File: config.mk
export PLATFORM = sky130hd
export DESIGN_NAME = dcm_lock_mon_flat
export DESIGN_NICKNAME = d
export VERILOG_FILES = /design/src/rtl/dcm_lock_mon_if.sv /design/src/rtl/dcm_lock_mon.sv /design/src/flat_wrapper.sv
export SDC_FILE = /design/constraint.sdc
export NUM_CORES = 1
export LEC_CHECK = 0
export CORE_ASPECT_RATIO = 0.6
export CORE_MARGIN = 5
export CORE_UTILIZATION = 45
export CTS_CLUSTER_SIZE = 16
export DETAILED_ROUTE_END_ITERATION = 10
export DONT_BUFFER_PORTS = 1
export PLACE_DENSITY = 0.61
export SLEW_MARGIN = 0
export SYNTH_ARGS = -nofsm -noshare
export SYNTH_HDL_FRONTEND = slang
export SYNTH_SLANG_ARGS = --single-unit
File: constraint.sdc
create_clock -name clk -period 2.4 [get_ports clk]
set_input_delay 0.48 -clock clk [delete_from_list [all_inputs] [get_ports clk]]
set_output_delay 0.48 -clock clk [all_outputs]
set_load 0.03 [all_outputs]
File: src/rtl/dcm_lock_mon_if.sv
// Signal bundle between the DCM reset generator / DCM and the lock monitor.
// master drives the DCM-side inputs, slave is the monitor itself.
interface dcm_lock_mon_if;
  logic       dcm_rst;
  logic       locked;
  logic       clkin_tgl;
  logic       clkin_stop;
  logic       sys_rst;
  logic       lock_ok;
  logic [7:0] relock_cnt;

  modport master (
    output dcm_rst,
    output locked,
    output clkin_tgl,
    input  clkin_stop,
    input  sys_rst,
    input  lock_ok,
    input  relock_cnt
  );

  modport slave (
    input  dcm_rst,
    input  locked,
    input  clkin_tgl,
    output clkin_stop,
    output sys_rst,
    output lock_ok,
    output relock_cnt
  );
endinterface

File: src/rtl/dcm_lock_mon.sv
// DCM lock monitor: detects a stopped input clock, qualifies locked for a stable
// period before releasing sys_rst, and counts lock losses seen while running.
module dcm_lock_mon #(
  parameter int unsigned STOP_TO     = 64,
  parameter int unsigned LOCK_STABLE = 256,
  parameter int unsigned TW          = 10
) (
  input  logic           clk,
  input  logic           rst,
  dcm_lock_mon_if.slave  bus
);

  localparam int unsigned CW = 8;

  typedef enum logic [1:0] {
    RST_WAIT  = 2'd0,
    LOCK_WAIT = 2'd1,
    STABLE    = 2'd2,
    RUN       = 2'd3
  } state_t;

  state_t          state;
  state_t          next_state;

  logic            locked_s1;
  logic            locked_s;
  logic            tgl_t1;
  logic            tgl_t2;
  logic            tgl_t3;
  logic            tgl_edge;

  logic [TW-1:0]   stop_cnt;
  logic [TW-1:0]   stab_cnt;
  logic [TW-1:0]   stab_cnt_nxt;
  logic            relock_inc;

  logic            clkin_stop_q;
  logic            sys_rst_q;
  logic            lock_ok_q;
  logic [CW-1:0]   relock_cnt_q;

  // Synchronizers for the asynchronous locked level and clkin toggle.
  always_ff @(posedge clk) begin
    if (rst) begin
      locked_s1 <= 1'b0;
      locked_s  <= 1'b0;
      tgl_t1    <= 1'b0;
      tgl_t2    <= 1'b0;
      tgl_t3    <= 1'b0;
    end else begin
      locked_s1 <= bus.locked;
      locked_s  <= locked_s1;
      tgl_t1    <= bus.clkin_tgl;
      tgl_t2    <= tgl_t1;
      tgl_t3    <= tgl_t2;
    end
  end

  assign tgl_edge = tgl_t2 ^ tgl_t3;

  // Stop timer saturates at STOP_TO; the flag rises as it crosses STOP_TO-1.
  always_ff @(posedge clk) begin
    if (rst) begin
      stop_cnt     <= '0;
      clkin_stop_q <= 1'b0;
    end else if (tgl_edge) begin
      stop_cnt     <= '0;
      clkin_stop_q <= 1'b0;
    end else begin
      if (stop_cnt < TW'(STOP_TO)) begin
        stop_cnt <= stop_cnt + TW'(1);
      end
      if (stop_cnt == TW'(STOP_TO - 1)) begin
        clkin_stop_q <= 1'b1;
      end
    end
  end

  // Lock FSM: state register and outputs follow next_state on the same edge.
  always_ff @(posedge clk) begin
    if (rst) begin
      state        <= RST_WAIT;
      stab_cnt     <= '0;
      sys_rst_q    <= 1'b1;
      lock_ok_q    <= 1'b0;
      relock_cnt_q <= '0;
    end else begin
      state     <= next_state;
      stab_cnt  <= stab_cnt_nxt;
      sys_rst_q <= (next_state != RUN);
      lock_ok_q <= (next_state == RUN);
      if (relock_inc && (relock_cnt_q != {CW{1'b1}})) begin
        relock_cnt_q <= relock_cnt_q + CW'(1);
      end
    end
  end

  // DCM reset or a stopped input clock overrides every state.
  always_comb begin
    next_state   = state;
    stab_cnt_nxt = stab_cnt;
    relock_inc   = 1'b0;
    if (bus.dcm_rst || clkin_stop_q) begin
      next_state   = RST_WAIT;
      stab_cnt_nxt = '0;
    end else begin
      case (state)
        RST_WAIT: begin
          next_state = LOCK_WAIT;
        end
        LOCK_WAIT: begin
          if (locked_s) begin
            next_state   = STABLE;
            stab_cnt_nxt = '0;
          end
        end
        STABLE: begin
          if (!locked_s) begin
            next_state = LOCK_WAIT;
          end else if (stab_cnt == TW'(LOCK_STABLE - 1)) begin
            next_state = RUN;
          end else begin
            stab_cnt_nxt = stab_cnt + TW'(1);
          end
        end
        RUN: begin
          if (!locked_s) begin
            next_state = LOCK_WAIT;
            relock_inc = 1'b1;
          end
        end
        default: begin
          next_state = RST_WAIT;
        end
      endcase
    end
  end

  assign bus.clkin_stop = clkin_stop_q;
  assign bus.sys_rst    = sys_rst_q;
  assign bus.lock_ok    = lock_ok_q;
  assign bus.relock_cnt = relock_cnt_q;

endmodule

File: src/flat_wrapper.sv
// flat-port wrapper written by rule: the top's interface ports become plain ports
module dcm_lock_mon_flat 
#(
  parameter int unsigned STOP_TO     = 64,
  parameter int unsigned LOCK_STABLE = 256,
  parameter int unsigned TW          = 10
)
  (clk, rst, bus_dcm_rst, bus_locked, bus_clkin_tgl, bus_clkin_stop, bus_sys_rst, bus_lock_ok, bus_relock_cnt);
  dcm_lock_mon_if bus_i ();
  input  logic clk;
  input  logic rst;
  input wire logic [$bits(bus_i.dcm_rst)-1:0] bus_dcm_rst;
  input wire logic [$bits(bus_i.locked)-1:0] bus_locked;
  input wire logic [$bits(bus_i.clkin_tgl)-1:0] bus_clkin_tgl;
  output wire logic [$bits(bus_i.clkin_stop)-1:0] bus_clkin_stop;
  output wire logic [$bits(bus_i.sys_rst)-1:0] bus_sys_rst;
  output wire logic [$bits(bus_i.lock_ok)-1:0] bus_lock_ok;
  output wire logic [$bits(bus_i.relock_cnt)-1:0] bus_relock_cnt;
  assign bus_i.dcm_rst = bus_dcm_rst;
  assign bus_i.locked = bus_locked;
  assign bus_i.clkin_tgl = bus_clkin_tgl;
  assign bus_clkin_stop = bus_i.clkin_stop;
  assign bus_sys_rst = bus_i.sys_rst;
  assign bus_lock_ok = bus_i.lock_ok;
  assign bus_relock_cnt = bus_i.relock_cnt;
  dcm_lock_mon #(.STOP_TO(STOP_TO), .LOCK_STABLE(LOCK_STABLE), .TW(TW)) u_core (.clk(clk), .rst(rst), .bus(bus_i));
endmodule
### Word-level counts from Yosys, hierarchy flattened

Cells that the tools add are included.

* bits in registers: 38
* bits of input ports: 5

* equality and inequality tests: 11
* reductions and logical operators: 7
* bitwise gates (word level): 1
* mux-type cells: 13
* $add $sub $neg: 3
* $lt $le $gt $ge: 1

Operators with widths (count)
* 10-bit 2-to-1 mux: 3
* 10-bit by 1-bit adder with 10-bit output (second input constant): 2
* 10-bit one-hot mux with 2 select lines: 1
* 10-bit by 6-bit equality test with 1-bit output (second input constant): 1
* 10-bit by 8-bit equality test with 1-bit output (second input constant): 1
* 10-bit by 7-bit less-than comparator with 1-bit output (second input constant): 1
* 2-bit 2-to-1 mux: 5
* 8-bit by 1-bit adder with 8-bit output (second input constant): 1
* 8-bit inequality test (second input constant): 1
* 2-bit one-hot mux with 4 select lines: 1
* 2-bit equality test (second input constant): 3
* 2-bit by 1-bit inequality test with 1-bit output (second input constant): 2
* 2-bit inequality test (second input constant): 2
* 4-bit AND reduction: 1
* 2-bit OR reduction: 2
* 1-bit 2-to-1 mux: 3
* 2-bit by 1-bit equality test with 1-bit output (second input constant): 1
* 2-bit zero test: 1
* 2-bit nonzero test: 1
* 1-bit logical AND: 1
* 1-bit logical OR: 1
* 1-bit XOR: 1

### Depth between registers and ports, before layout

* depth after elaboration: 6
* depth in mapped cells: 6
* depth with buffers taken out: 5

### Worst setup path before layout

OpenSTA, ideal clock, no wires.

* kind: input -> register
* start: input port bus_dcm_rst
* end: register u_core.stab_cnt[9]
* data required time: 2.341 ns
* setup slack: 0.575 ns
* stages: 5
* buffers on the path: 1
* arrival time: 1.766 ns
* cell sequence: or3_4 or2_1 buf_6 or4_1 nand2_1

* longest elaborated chain between the ends: 2

RTL lines
* start, declared: line flat_wrapper.sv:12 `input wire logic [$bits(bus_i.dcm_rst)-1:0] bus_dcm_rst;`
* 1-bit logical OR: line dcm_lock_mon.sv:103 `if (bus.dcm_rst || clkin_stop_q) begin`
* 2-bit OR reduction (no source line)
* end signal, assigned: line dcm_lock_mon.sv:89 `stab_cnt <= stab_cnt_nxt;`
* end, declared: line dcm_lock_mon.sv:33 `logic [TW-1:0] stab_cnt;`

Every way passes these cells.
A chain may end at the register's enable or synchronous reset.

### Worst setup path after layout

* start: register u_core.state[1]
* end: register u_core.stab_cnt[1]

* longest elaborated chain between the ends: 3
* elaborated cells between the ends (all ways): 8
* classes of those cells: 5 x eq/ne; 1 x mux; 2 x reduce/logical

RTL lines
* start, declared: line dcm_lock_mon.sv:22 `state_t state;`
* start signal, assigned: line dcm_lock_mon.sv:88 `state <= next_state;`
* 2-bit equality test or 2-bit by 1-bit equality test with 1-bit output (tied branches): line dcm_lock_mon.sv:107 `case (state)`
* 2-bit by 1-bit inequality test with 1-bit output (no source line) (tied with other cells)
* 4-bit AND reduction (no source line)

Parallel ways exist; a longest one is shown, timed or not.

==> out/results.ini <==
[drt]
drt-total-wl_um = 2870
drc = 0
wl_per_cell_um = 13.3
first_iter_violations = 93
vias_per_cell = 5.52
via_count = 1192
drtAntennaViolNets = 0
first_pass_iters = 4

[yosys]
yosysMostFrequentCell = dfxtp_1
synth_cells = 166
synth.avg_cell_area_um2 = 9.50
syn_area_mm2 = 0.00158
netlist_top_cells_count = dfxtp_1, nor2_1, a21oi_1, nand2_1, o21ai_0
yosysTopAreaCell = dfxtp_1
synth_fp_nets = 174
synthTopCellsByArea = dfxtp_1, xor2_1, a21oi_1, nor2_1, or3_1
synthFlopType = dfxtp_1
synth_edf_count = 0
netlist.area_leader.share_pct = 48.3
ys_async_sr_fraction_pct = 0
synth_warnings = 0
yosys.cell_types.count = 34
seq_area_frac_synth_pct = 48.3
yosys_register_bits = 38

[clocking]
clkSinkCount = 38
clockBufferDepth = 2
clk_pin_slew_worst_paths_ns = 0.07
cts_tree = done
cts_buffers = 5
cts.hold.buffers_added = 0
cts_resized = 0
post-cts-setup-buffers = 0
cts_root_buf = clkbuf_8
clock_latency_ns = 0.28
htree_levels = 2

[sta]
finClkSkew_ns = 0.00722
slew_headroom_pct = 61.7
fin_crit_ns = 1.94
slew_viol_final = 0
finalCritPeriodShare_pct = 81.0
setup_viol = 0
rsz0062_at_grt = no
final_hold_viol_count = 0
fmax_mhz = 514
setup-tns-final_ns = 0
fin_ws_ns = 0.456
tightest_slew_ns = 0.573

[grt]
grt_overflow = 0
grt_antenna_before_repair = 0
grt_usage_pct = 13.0
grt_pass1_wl_um = 5020
first_global_vias = 1145
grt_max_degree = 17

[worst_setup_path]
path_max_fanout = 14
rr_startpoint = u_core.state[1]$_SDFF_PP0_
critPathRequiredTime_ns = 2.57
startpoint_type = register
critical_path_class = reg2reg
r2r_slack_ns = 0.46
cp.arrival_ns = 2.11
end_kind = register
r2r-end = u_core.stab_cnt[1]$_SDFFE_PP0P_
r2r_cells = 4

[pwr]
ir_drop_v = 0.000347
finalPower_mw = 1.08
cellPowerDensity_mw_per_mm2 = 634
p_leak_nw = 0.617

[place]
port-buffer-count = 0
pre_cts_slack_ns = 0.494
gp_congestion = 0.764
hpwlAfterDp_um = 2130

[die]
ioPinCount = 16
die_h_um = 55.8
core_mm2 = 0.00330
die_x_um = 86.4
die-area_mm2 = 0.00483
rows = 16
start_util_pct = 47.7

[hold_path]
hold_start = rst
whs_endpoint = u_core.locked_s1$_SDFF_PP0_
hp-class = in2reg
min_path_cells = 1

[final_layout]
antenna_cells = 0
layout.nets = 179
syn_to_final_growth_pct = 7.62
final_layout_size_suffix_gt1_share_pct = 8.19

[outcome]
outcome = completed

[flow_run]
maxCapViolCount = 0

[where the power goes]
group / internal (mW) / switching, mW / total, mW
combinational: 0.0139 / 0.0164 / 0.0303
sequential: 0.640 / 0.00812 / 0.648
clock: 0.195 / 0.203 / 0.398
[cells by family after synthesis]
logic type      synth area share [%]
xor+xnor                        5.00
simple gates                    27.4
compound gates                  12.5
mux                             1.90
fa+ha+maj                       2.38
flops                           48.3
buf+inv                         2.62
[per-stage QoR]
step | area [µm²] | hold WS, ns | utilization, % | std cells
5_1_grt | 1700 | 0.246 | 51.4 | 216
3_3_place_gp | 1620 | 0.443 | 49.0 | 209
3_5_place_dp | 1620 | 0.447 | 49.0 | 209
4_1_cts | 1700 | 0.251 | 51.4 | 216
2_1_floorplan | 1580 | 0.414 | - | 166
6_report | 1700 | 0.263 | 51.4 | 216
[worst max-delay path: stages, from the launching register on]
cell,delay [ns]
dfxtp_1,0.41
or4b_4,0.51
o311ai_4,0.58
mux2i_1,0.27
nor2_1,0.06
[metal layers]
| layer | share of wire (%) | vias to the layer above | global-route usage (%) |
|---|---|---|---|
| li1 | - | 605 | - |
| met1 | 49 | 563 | 15.9 |
| met2 | 45 | 22 | 20.0 |
| met3 | 5.7 | 2 | 5.77 |
| met4 | 0.49 | 0 | 5.11 |
| met5 | 0 | - | 0 |
[cells in the final DEF, fill, tap and decap left out, types with 2 or more instances in the layout]
cell,netlist,layout
or4_1,5,5
nand4_1,7,7
nand3_1,7,7
o21a_1,2,2
o211ai_1,3,3
nand2_1,10,10
o21ai_0,9,9
and3b_1,3,3
xnor2_1,2,2
and2_1,4,4
nor2b_1,6,6
a21oi_1,12,12
clkbuf_8,0,5
o31ai_1,3,3
dfxtp_1,38,38
buf_4,0,2
or3_1,8,8
clkinv_2,0,2
inv_1,3,3
ha_1,3,3
mux2i_1,3,3
xor2_1,7,7
and3_1,2,2
nor2_1,14,14
[registers in the layout, summed over array words and instances (netlist names), 2 cells and up]
signal / cells
u_core.stab_cnt: 10
u_core.bus.relock_cnt: 8
u_core.state: 2
u_core.stop_cnt: 10
[layout make-up]
type                       count  area [µm²]
fill                         299        1610
multi-input combinational    121         774
sequential                    38         761
clock buffer                   5        68.8
tap                           45        56.3
timing repair buffer           2        15.0
inverter                       3        11.3
clock inverter                 2        10.0
[worst max path at each step]
stage / start / to / cells past startpoint
2_1_floorplan: bus_dcm_rst / u_core.stab_cnt[9]$_SDFFE_PP0P_ / 5
3_3_place_gp: u_core.bus.clkin_stop$_SDFFE_PP0N_ / u_core.stab_cnt[9]$_SDFFE_PP0P_ / 4
3_5_place_dp: u_core.state[1]$_SDFF_PP0_ / u_core.stab_cnt[1]$_SDFFE_PP0P_ / 4
4_1_cts: u_core.state[1]$_SDFF_PP0_ / u_core.stab_cnt[1]$_SDFFE_PP0P_ / 4
5_1_grt: u_core.state[1]$_SDFF_PP0_ / u_core.stab_cnt[4]$_SDFFE_PP0P_ / 4
6_report: u_core.state[1]$_SDFF_PP0_ / u_core.stab_cnt[1]$_SDFFE_PP0P_ / 4
(Power assumes the default switching activity.)
